## config.mk

```make
export PLATFORM = sky130hd
export DESIGN_NAME = ps2_mouse_tracker
export DESIGN_NICKNAME = d
export VERILOG_FILES = /design/src/rtl/ps2_mouse_tracker.sv
export SDC_FILE = /design/constraint.sdc
export NUM_CORES = 1
export LEC_CHECK = 0
export CORE_ASPECT_RATIO = 0.8
export CORE_MARGIN = 1
export CORE_UTILIZATION = 45
export DETAILED_ROUTE_END_ITERATION = 8
export PLACE_DENSITY = 0.66
export SLEW_MARGIN = 20
export SYNTH_ARGS = -nofsm -noshare
export SYNTH_HDL_FRONTEND = slang
export SYNTH_SLANG_ARGS = --single-unit
```

## constraint.sdc

```tcl
create_clock -name clk -period 3.18 [get_ports clk]
set_input_delay 0.318 -clock clk [delete_from_list [all_inputs] [get_ports clk]]
set_output_delay 0.318 -clock clk [all_outputs]
set_load 0.02 [all_outputs]
```

## src/rtl/ps2_mouse_tracker.sv

```systemverilog
// ps2_mouse_tracker
// Turns the stream of 3-byte PS/2 mouse packets into an absolute cursor position, clamped to the
// screen, plus level button outputs.
//
// Ports:
//   clk, reset          system clock; synchronous active-high reset
//   rx_valid, rx_data   one-cycle byte strobe and byte from the PS/2 receiver
//   x, y                cursor column/row (0,0 = top-left), clamped to the screen
//   button_left/right/middle  button levels, updated only when a packet completes
//   packet_done         one-cycle pulse: x/y/buttons just updated
//   sync_error          one-cycle pulse: bad status byte dropped or partial packet timed out
module ps2_mouse_tracker #(
  parameter int unsigned SCREEN_W = 640,
  parameter int unsigned SCREEN_H = 480,
  parameter int unsigned X_W      = 10,
  parameter int unsigned Y_W      = 9,
  parameter int unsigned INIT_X   = 320,
  parameter int unsigned INIT_Y   = 240,
  parameter int unsigned TIMEOUT  = 100000
) (
  input  logic           clk,
  input  logic           reset,
  input  logic           rx_valid,
  input  logic [7:0]     rx_data,
  output logic [X_W-1:0] x,
  output logic [Y_W-1:0] y,
  output logic           button_left,
  output logic           button_right,
  output logic           button_middle,
  output logic           packet_done,
  output logic           sync_error
);

  // Two spare bits of headroom so the signed sum never wraps before clamping.
  localparam int unsigned AW = ((X_W > Y_W) ? X_W : Y_W) + 2;
  localparam int unsigned TW = $clog2(TIMEOUT + 1);

  typedef enum logic [1:0] {StByte0, StByte1, StByte2} state_e;

  state_e         state_q, state_d;
  // Status byte minus the always-one sync bit: {yovf, xovf, ysign, xsign, m, r, l}.
  logic [6:0]     status_q, status_d;
  logic [7:0]     dx_lo_q, dx_lo_d;
  logic [TW-1:0]  timer_q, timer_d;
  logic [X_W-1:0] x_q, x_d;
  logic [Y_W-1:0] y_q, y_d;
  logic [2:0]     btn_q, btn_d;
  logic           packet_done_q, packet_done_d;
  logic           sync_error_q, sync_error_d;

  logic [8:0]     dx9, dy9;
  logic [AW-1:0]  dx_ext, dy_ext, x_ext, y_ext, x_sum, y_sum;
  logic [X_W-1:0] x_new;
  logic [Y_W-1:0] y_new;

  // New position from the latched status/dx and the third byte currently on rx_data.
  always_comb begin
    dx9    = status_q[5] ? 9'd0 : {status_q[3], dx_lo_q};
    dy9    = status_q[6] ? 9'd0 : {status_q[4], rx_data};
    dx_ext = {{(AW-9){dx9[8]}}, dx9};
    dy_ext = {{(AW-9){dy9[8]}}, dy9};
    x_ext  = {{(AW-X_W){1'b0}}, x_q};
    y_ext  = {{(AW-Y_W){1'b0}}, y_q};
    x_sum  = x_ext + dx_ext;
    // PS/2 reports +dy as upward motion, screen rows grow downward.
    y_sum  = y_ext - dy_ext;

    if (x_sum[AW-1]) begin
      x_new = '0;
    end else if (x_sum > AW'(SCREEN_W - 1)) begin
      x_new = X_W'(SCREEN_W - 1);
    end else begin
      x_new = x_sum[X_W-1:0];
    end

    if (y_sum[AW-1]) begin
      y_new = '0;
    end else if (y_sum > AW'(SCREEN_H - 1)) begin
      y_new = Y_W'(SCREEN_H - 1);
    end else begin
      y_new = y_sum[Y_W-1:0];
    end
  end

  always_comb begin
    state_d       = state_q;
    status_d      = status_q;
    dx_lo_d       = dx_lo_q;
    timer_d       = '0;
    x_d           = x_q;
    y_d           = y_q;
    btn_d         = btn_q;
    packet_done_d = 1'b0;
    sync_error_d  = 1'b0;

    case (state_q)
      StByte0: begin
        if (rx_valid) begin
          if (rx_data[3]) begin
            status_d = {rx_data[7:4], rx_data[2:0]};
            state_d  = StByte1;
          end else begin
            // Not a status byte: drop it and keep hunting for one.
            sync_error_d = 1'b1;
          end
        end
      end
      StByte1, StByte2: begin
        if (rx_valid) begin
          // An arriving byte beats a simultaneous timeout.
          if (state_q == StByte1) begin
            dx_lo_d = rx_data;
            state_d = StByte2;
          end else begin
            x_d           = x_new;
            y_d           = y_new;
            btn_d         = status_q[2:0];
            packet_done_d = 1'b1;
            state_d       = StByte0;
          end
        end else if (timer_q == TW'(TIMEOUT - 1)) begin
          // This idle cycle brings the gap to TIMEOUT: abandon the packet.
          sync_error_d = 1'b1;
          state_d      = StByte0;
        end else begin
          timer_d = timer_q + TW'(1);
        end
      end
      default: begin
        state_d = StByte0;
      end
    endcase
  end

  always_ff @(posedge clk) begin
    if (reset) begin
      state_q       <= StByte0;
      status_q      <= '0;
      dx_lo_q       <= '0;
      timer_q       <= '0;
      x_q           <= X_W'(INIT_X);
      y_q           <= Y_W'(INIT_Y);
      btn_q         <= '0;
      packet_done_q <= 1'b0;
      sync_error_q  <= 1'b0;
    end else begin
      state_q       <= state_d;
      status_q      <= status_d;
      dx_lo_q       <= dx_lo_d;
      timer_q       <= timer_d;
      x_q           <= x_d;
      y_q           <= y_d;
      btn_q         <= btn_d;
      packet_done_q <= packet_done_d;
      sync_error_q  <= sync_error_d;
    end
  end

  assign x             = x_q;
  assign y             = y_q;
  assign button_left   = btn_q[0];
  assign button_right  = btn_q[1];
  assign button_middle = btn_q[2];
  assign packet_done   = packet_done_q;
  assign sync_error    = sync_error_q;

endmodule

```

Word level (Yosys, flattened, before mapping)
Index checks and enable logic that the tools add are counted.
- word-level logic and storage cells: 49
- memories: 0
- output and inout port bits: 24
- memory bits (writable): 0
- register bits after elaboration: 58
- bits of input ports: 11
- bits in latches: 0
- ROM bits: 0
- equality and inequality tests: 6
- multipliers: 0
- div/mod/pow operators: 0
- shifts and indexed selects: 0
- bitwise operators: 3
- muxes and demuxes: 18
- add/sub/neg operators: 3
- reductions and logical operators: 8
- order comparisons: 2
- operators with widths (kind ; number):
    two-way mux 9 bit ; 4
    two-way mux 10 bit ; 2
    adder 17 x 1 -> 17 bit (second input constant) ; 1
    == test 17 bit (second input constant) ; 1
    adder 11 x 9 -> 12 bit ; 1
    greater-than comparator 12 x 10 -> 1 bit (second input constant) ; 1
    greater-than comparator 12 x 9 -> 1 bit (second input constant) ; 1
    AND reduction 3 bit ; 4
    subtractor 10 x 9 -> 11 bit ; 1
    two-way mux 2 bit ; 5
    two-way mux 1 bit ; 5
    inequality test 2 bit (second input constant) ; 2
    case mux 2 bit (2 select lines) ; 1
    OR reduction 4 bit ; 1
    inequality test 3 bit (second input constant) ; 1
    NOT 1 bit ; 3
    OR reduction 3 bit ; 1
    == test 2 x 1 -> 1 bit (second input constant) ; 1
    == test 2 bit (second input constant) ; 1
    zero test 2 bit ; 1
    case mux 1 bit (2 select lines) ; 1
    OR reduction 2 bit ; 1

Longest topological paths before layout
Gate-level depths: netlist (run 1).
- depth after elaboration: 5
- mapped depth: 12
- mapped depth without buffers: 11

Worst setup path before layout (run 1)
OpenSTA, ideal clock, no wires.
- path type: flip-flop to flip-flop
- start: register status_q[5]
- end: register x_q[7] (netlist: x[7])
- setup slack: 0.409 ns
- setup time: 0.088 ns
- stages on the path, launching flop included: 11
- clock period less this slack: 2.771 ns
- required time: 3.092 ns
- path buffers: 0
- data arrival time: 2.683 ns
- path through: dfxtp_1 nand2b_1 inv_1 ha_1 a211o_1 a211oi_4 o21ai_2 a211o_1 mux2_4 a22o_1 o32ai_2
- longest elaborated chain between the ends: 5
- ends and longest elaborated chain (what ; line ; source):
    from (decl) ; 42 ; logic [6:0] status_q, status_d;
    from (signal assigned) ; 148 ; status_q <= status_d;
    two-way mux 9 bit (*) ; 58 ; dx9 = status_q[5] ? 9'd0 : {status_q[3], dx_lo_q};
    adder 11 x 9 -> 12 bit (*) ; 64 ; x_sum = x_ext + dx_ext;
    greater-than comparator 12 x 10 -> 1 bit ; 70 ; end else if (x_sum > AW'(SCREEN_W - 1)) begin
    two-way mux 10 bit ; 70 ;
    two-way mux 10 bit (*) ; 68 ; if (x_sum[AW-1]) begin
    to (signal assigned) ; 141 ; x_q <= X_W'(INIT_X);
    to (decl) ; 45 ; logic [X_W-1:0] x_q, x_d;
Mark *: on every way between the ends. The rest lies on a longest branch, timed or not.
A chain may end at the register's enable or synchronous reset.

Worst setup path in the final report (run 1)
Ends and elaborated chain as after synthesis.

==> impl_metrics.py, run 1 <==
metrics = {
    "clock_tree": {
        "clock-sinks": 58,
        "cts_resized": 0,
        "ctsHoldBuffers": 0,
        "cts_root_buf": "clkbuf_8",
        "clock_latency_ns": 0.34,
        "cts_tree": "yes",
        "cts_buffers": 9,
        "clk_pin_slew_ns": 0.07,
        "clk_path_buf_depth": 2,
        "cts_setup_buffers": 0,
        "h-tree-depth": 3,
    },
    "route": {
        "highest-signal-layer": "met4",
        "dr_wl_met3_microns": 295,
        "dr.first_iter.drc_count": 115,
        "met1_length_microns": 4040,
        "drc": 0,
        "vias": 3069,
        "wirelength_microns": 7880,
        "first_pass_iters": 5,
        "route.met2.wl_microns": 3430,
        "wl_per_cell_microns": 13.8,
        "via_per_inst": 5.37,
        "antenna_left": 0,
    },
    "synth": {
        "synthTopCellsByArea": "dfxtp_1, ha_1, a21oi_1",
        "avgSynthCellArea_sq_um": 8.28,
        "async_flop_share_pct": 0,
        "synth_nets": 461,
        "syn_area_sq_um": 3500,
        "ys_seq_area_share_pct": 33.2,
        "ys_types": 60,
        "yosysWarnings": 0,
        "synth-edff-count": 0,
        "synth_largest_area_cell": "dfxtp_1",
        "syn_inst": 423,
        "netlist.area_leader.share_pct": 33.2,
        "synth_seq_cells": 58,
        "yosys_most_used_dff": "dfxtp_1",
    },
    "grt": {
        "grt_util_all_layers_pct": 21.3,
        "grt-ovfl-total": 0,
        "grt_pass1_wl_microns": 13600,
        "grt_max_degree": 22,
        "first_global_vias": 2948,
        "antenna_found_initial": 0,
    },
    "setup_path": {
        "end_kind": "flop",
        "path_class": "flop to flop",
        "cp_cell_sequence": "nand2b_1 -> inv_1 -> ha_1 -> a211o_1 -> a211oi_4 -> o21ai_2 -> a211o_1 -> mux2_4 -> a22o_1 -> o32ai_2",
        "critical_path.max_stage_delay_ns": 0.42,
        "arrival_ns": 3.19,
        "crit_path_max_fanout": 7,
        "cp_slowest_cell": "dfxtp_1",
        "path_common_cell": "a211o_1",
        "crit_family": "compound AO/OA/AOI/OAI gates",
        "cp_num_buf_inv": 1,
        "cp_data_required_time_ns": 3.44,
        "startpoint_type": "flop",
    },
    "pwr": {
        "leakage_nw": 1.67,
        "finalPower_mw": 2.10,
        "powerDensity_nw_per_um2": 493,
        "vdd_drop_max_mv": 0.206,
    },
    "place": {
        "postPlaceCellArea_sq_um": 3970,
        "dp_slack_ns": 0.0177,
        "numPortBuffers": 34,
        "dpl.hpwl_microns": 5890,
        "place_congestion": 0.835,
    },
    "timing": {
        "rsz0062_at_grt": "no",
        "tns_ns": 0,
        "setup_viol_count_final": 0,
        "worst_pin_slew_ns": 0.626,
        "report.final.slew_viol_count": 0,
        "skew_ns": 0.00989,
        "min_period_ns": 2.92,
        "fmax_mhz": 342,
        "hold_viol_final": 0,
        "fin_ws_ns": 0.256,
        "timing.final.crit_share_pct": 91.9,
        "timing.slew.headroom_pct": 58.1,
    },
    "floorplan": {
        "io_pins": 35,
        "core_region_area_sq_um": 7460,
        "start_util_pct": 46.9,
        "die_area_sq_um": 8140,
        "die_h_microns": 80.9,
        "fp.dieW_microns": 101,
        "row_count": 28,
    },
    "finish": {
        "area.growth.synth_to_final_pct": 21.5,
        "nNetsFinal": 500,
        "drive_gt1_share_pct": 7.94,
        "design_area_sq_um": 4250,
        "diodes": 0,
    },
    "status": {
        "run_status": "complete, no violations",
    },
    "hold_path": {
        "hold_class": "flop to flop",
    },
    "run": {
        "cap_violations": 0,
    },
}
-- kinds of logic after synthesis --
| kind of cell | Yosys count | share of synthesized area (%) |
|---|---|---|
| and+or+nand+nor | 154 | 20.5 |
| muxes | 10 | 3.04 |
| buffers and inverters | 35 | 4.39 |
| AOI/OAI and AO/OA | 110 | 21.5 |
| xor gates and xnor gates | 29 | 7.25 |
| adders and majority gates | 27 | 10.1 |
| DFF | 58 | 33.2 |
-- report_power, final --
part / internal, mW / switching (mW)
combinational: 0.145 / 0.193
clock: 0.696 / 0.299
sequential: 0.747 / 0.0170
total: 1.59 / 0.510
-- routing by layer --
metal / track usage [%] / vias up
met3: 5.85 / 10
met5: 0 / -
met4: 5.51 / 0
met1: 28.8 / 1419
li1: - / 1577
met2: 33.8 / 63
-- registers in the layout, indices dropped and copies added, names as in the netlist --
signal,cells
x,10
timer_q,17
packet_done,1
btn_q,3
y,9
sync_error,1
state_q,2
dx_lo_q,8
status_q,7
-- area by class of cell --
class | count | area (sq um)
clock buffers | 10 | 138
clock inverters | 5 | 150
fillers | 688 | 3210
inverters | 19 | 71.3
multi-input cells | 330 | 2190
flip-flops and latches | 58 | 1160
well taps | 105 | 131
repair buffers | 44 | 415
-- cell usage after synthesis, types with 4 or more instances --
master    instances
nor2_1           46
a41oi_1           5
mux2i_1           8
clkbuf_1         11
o21a_1            5
a211oi_1          4
nand2b_1          5
a221oi_1          6
inv_1            18
xnor2_1          11
nand4_1           4
xor2_1           18
a311oi_1          4
ha_1             25
a21o_1            9
nor3_1            4
nor2b_1          10
o21ai_0           9
nand3_1          19
a21oi_1          43
nand2_1          47
dfxtp_1          58
-- worst paths after layout --
kind,startpoint,end,slack (ns),cells after the start
setup / recovery,status_q[5],x[7],0.26,10
hold / removal,dx_lo_q[3],dx_lo_q[3],0.45,2
setup reg to reg,status_q[5],x[7],0.26,10
hold reg to reg,dx_lo_q[3],dx_lo_q[3],0.45,2
-- cells in the final DEF (no fill, tap or decap), types with 8 or more instances in the layout --
master           count
nor2b_1             10
a21o_1               9
xor2_1              18
xnor2_1             11
buf_4               10
mux2i_1              8
nor2_1              46
clkbuf_8            10
nand3_1             19
nand2_1             47
clkdlybuf4s50_1     34
o21ai_0              9
a21oi_1             43
inv_1               18
dfxtp_1             58
ha_1                25
-- through the flow --
| step | instances | util (%) | hold WS [ns] |
|---|---|---|---|
| final | 571 | 57.0 | 0.450 |
| after CTS | 571 | 57.0 | 0.452 |
| after floorplan | 423 | - | 0.429 |
| after global placement | 556 | 53.2 | 0.440 |
| after global routing | 571 | 57.0 | 0.468 |
| after detailed placement | 556 | 53.2 | 0.443 |
-- worst min-delay path, stage by stage, from the launching register on --
cell     delay, ns
dfxtp_1       0.30
nand2_1       0.05
a21oi_1       0.05
No activity file was read; power rests on OpenSTA's default activity.
==> run 2, diff against run 1 <==
- CORE_MARGIN: 1 -> unset
==> results of run 2 <==
Same layout as run 1: the final DEF is identical, and so are final timing and power.
==> run 3, diff against run 2 <==
- CTS_BUF_LIST: unset -> sky130_fd_sc_hd__clkbuf_8
==> results of run 3 <==
Same layout as run 1: the final DEF is identical, and so are final timing and power.
==> RTL change 1 (config.mk and constraints of run 2) <==
The 3 states of `state_e` get a one-hot encoding in 3 bits.
--- a/src/rtl/ps2_mouse_tracker.sv
+++ b/src/rtl/ps2_mouse_tracker.sv
@@ -36,5 +36,5 @@
   localparam int unsigned TW = $clog2(TIMEOUT + 1);
 
-  typedef enum logic [1:0] {StByte0, StByte1, StByte2} state_e;
+  typedef enum logic [2:0] {StByte0 = 3'b001, StByte1 = 3'b010, StByte2 = 3'b100} state_e;
 
   state_e         state_q, state_d;
Check against the original RTL: no difference found for any inputs over 4 cycles, from zero or initial values and one cycle with reset high; so few cycles prove little.
==> RTL change 1 against run 2 <==
- area after synthesis rose by 1.3%
- worst setup slack improved by 27 ps
- critical path depth fell by 2
- hold slack improved by 2.0 ps
- design area fell by 0.65%
- wire length rose by 1.5%
- fmax rose by 0.93%
- via count rose by 3.6%
- total power fell by 20%
- sequential cell count rose by 1
- critical endpoint is now y[7]
- largest cell class unchanged
- highest routed layer unchanged
==> RTL change 1: results <==
[grt]
grt_max_degree = 33
overflow = 0
grt_pass1_wl_um = 13500
grtUsageTotal = 0.210
first_global_vias = 2833

[sta]
slew_headroom = 0.574
fin_skew_ps = 7.53

[finish]
drive_gt1_frac = 0.0932
finalNetCount = 502
finalNonFillerCells = 577

[critical_path]
cpPeakStageDelay_ps = 560
crit_family = simple AND/OR/NAND/NOR gates
critPathMaxFanout = 10
crit_path_top_delay_cell = or4_1
cp.arrival_ps = 3110

[yosys]
synth-compound-area-share = 0.219
synth_seq_area_share = 0.333
synth_commonest_cells = dfxtp_1 (59), nand2_1 (55), nor2_1 (40), a21oi_1 (36), ha_1 (22)
yosys-top-cells-area = dfxtp_1 (33%), ha_1 (7.8%), nand2_1 (5.8%)
synth-xor-area-share = 0.0642
synth_mux_area_frac = 0.0257
ys_types = 68
syn_area_per_cell_um2 = 8.25
synthFlopType = dfxtp_1
yosysWarnings = 0
synth_fa_ha_area_frac = 0.0889
syn_nets = 465

[placement]
place_area_um2 = 4010
hpwl_um = 5850
gp_congestion = 0.853
dpl.cell_count = 561
preCtsSetupSlack_ps = 8.43

[clock_network]
clkLatencyLatePin_ps = 340
post_cts_resized = 0
htree_levels = 3
clkTransAtPathRegs_ps = 70

[routing]
wl_um = 8000
drtIter0Drc = 174
first_pass_iters = 6
num_vias = 3178

[pwr]
vdd_ir_drop_max_mv = 0.202
p_leak_nw = 1.56
p_comb_mw = 0.181
p_clk_frac = 0.440
combPwrFrac = 0.108
netSwitchingFraction = 0.251

[status]
outcome = completed
-- RTL change 1: worst paths after layout --
kind                             startpoint    endpoint  slack (ps)  cells past startpoint
worst max-delay path            status_q[6]        y[7]         280                      8
worst min register to register   dx_lo_q[4]  dx_lo_q[4]         450                      2
worst min-delay path             dx_lo_q[4]  dx_lo_q[4]         450                      2
worst max register to register  status_q[6]        y[7]         280                      8
-- RTL change 1: worst min-delay path, delay by kind of cell (launching register included) --
family / cells / cell delay [ps]
AOI/OAI and AO/OA: 1 / 50
DFF: 1 / 310
and+or+nand+nor: 1 / 50
-- RTL change 1: area by class of cell --
cell class / instances / area, um2
inverter: 15 / 56.3
timing repair buffer: 41 / 393
clock buffer: 12 / 165
fill: 728 / 3270
multi-input combinational: 341 / 2250
tap: 105 / 131
clock inverter: 4 / 47.5
sequential: 59 / 1180
-- RTL change 1: metal layers --
metal / GRT usage / wire, um
met3: 0.0536 / 348
met1: 0.291 / 4130
met5: 0 / 0
met4: 0.0536 / 65
met2: 0.324 / 3460
==> RTL change 2 (config.mk and constraints of run 2) <==
Made on the original files. `X_W`: 10 -> 14.
--- a/src/rtl/ps2_mouse_tracker.sv
+++ b/src/rtl/ps2_mouse_tracker.sv
@@ -13,5 +13,5 @@
   parameter int unsigned SCREEN_W = 640,
   parameter int unsigned SCREEN_H = 480,
-  parameter int unsigned X_W      = 10,
+  parameter int unsigned X_W      = 14,
   parameter int unsigned Y_W      = 9,
   parameter int unsigned INIT_X   = 320,
Ports: changed (resized x); port bits go from 35 to 39. No check against the original RTL was run, so the function may have changed too.
==> RTL change 2 against run 2 <==
- worst setup slack got worse by 120 ps
- area after synthesis rose by 6.2%
- critical path type unchanged
- combinational power rose by 32%
- wire length rose by 10%
- largest cell class unchanged
- highest routed layer unchanged
- sequential cell count rose by 4
- cell count rose by 7.0%
- total power fell by 6.0%
- design area rose by 9.8%
==> RTL change 2: results <==
[status]
outcome = completed

[routing]
first_pass_iters = 4
vias_per_cell = 5.27
wl_um = 8700
drtIter0Drc = 155

[finish]
antenna_cells = 0
fillCellCount = 720
finalNetCount = 540
drive_gt1_frac = 0.139
regMostFlops = timer_q
utilization = 0.585

[critical_path]
crit_path_top_delay_cell = or3b_2
critPathMaxFanout = 10
cpPeakStageDelay_ps = 490

[yosys]
synth_commonest_cells = dfxtp_1 (62), nor2_1 (48), nand2_1 (36), a21oi_1 (32), ha_1 (29)
synthFlopType = dfxtp_1
synth_fa_ha_area_frac = 0.108
syn_nets = 477
synth_mux_area_frac = 0.0326
synth-compound-area-share = 0.190
synth-xor-area-share = 0.0777
synth_seq_area_share = 0.334
yosysWarnings = 0
yosys-top-cells-area = dfxtp_1 (33%), ha_1 (9.8%), nor2_1 (4.8%)
ys_types = 55

[pwr]
vdd_ir_drop_max_mv = 0.302
p_leak_nw = 1.93

[sta]
fin_skew_ps = 9.89
tightest_slew_ps = 607

[grt]
grt_max_degree = 26
grtUsageTotal = 0.210
first_global_vias = 3073
grt_pass1_wl_um = 14500
met1_usage = 0.303
met3_usage = 0.0549
grt_util_met2 = 0.309

[placement]
port_buffers = 38
gp_congestion = 0.950
hpwl_um = 6510
place_area_um2 = 4380

[clock_network]
cts_root_buffer = clkbuf_8
max-clock-path-buffers = 2
## RTL change 2: cell types whose count changed in the layout (fill, tap and decap cells not counted), moves of 5 or more
cell	before	now
and2_1	3	8
nand2_1	47	36
xnor2_1	11	16
nand3_1	19	10
nand2b_1	5	15
buf_4	10	29
a221o_1	0	8
a21oi_1	43	32
or3_1	2	8
## RTL change 2: final cells by class
class	instances	share of cell area
clock inverter	6	0.0150
inverter	17	0.0137
sequential	62	0.266
tap	108	0.0289
timing repair buffer	67	0.128
multi-input combinational	341	0.521
clock buffer	10	0.0273
## RTL change 2: power breakdown
group          total (mW)  internal [mW]  switching [mW]
sequential          0.825          0.801          0.0240
clock               0.701          0.367           0.334
combinational       0.447          0.211           0.236
## RTL change 2: routing by layer
layer | share of wire | wire (um)
met3 | 0.047 | 412
met2 | 0.43 | 3780
met4 | 0.0033 | 29
met1 | 0.52 | 4480
met5 | 0 | 0
## RTL change 2: what timing repair did
item                       4_1_cts  5_1_grt
setup endpoints to repair        0       18
setup buffers                    0        2
gates resized for setup          0       18
## RTL change 2: final timing paths
kind / from / to / slack (ps) / cells after the start
worst max-delay path: status_q[6] / y[5] / 140 / 11
worst min-delay path: dx_lo_q[4] / dx_lo_q[4] / 450 / 2
worst max register to register: status_q[6] / y[5] / 140 / 11
worst min register to register: dx_lo_q[4] / dx_lo_q[4] / 450 / 2
## RTL change 2: through the flow
stage | worst slack [ps] | hold WS (ps) | cells
floorplan | 252 | 418 | 435
global placement | -168 | 431 | 593
detailed placement | -266 | 441 | 593
CTS | 63.1 | 452 | 609
global route | -2.96 | 476 | 611
finish | 139 | 452 | 611
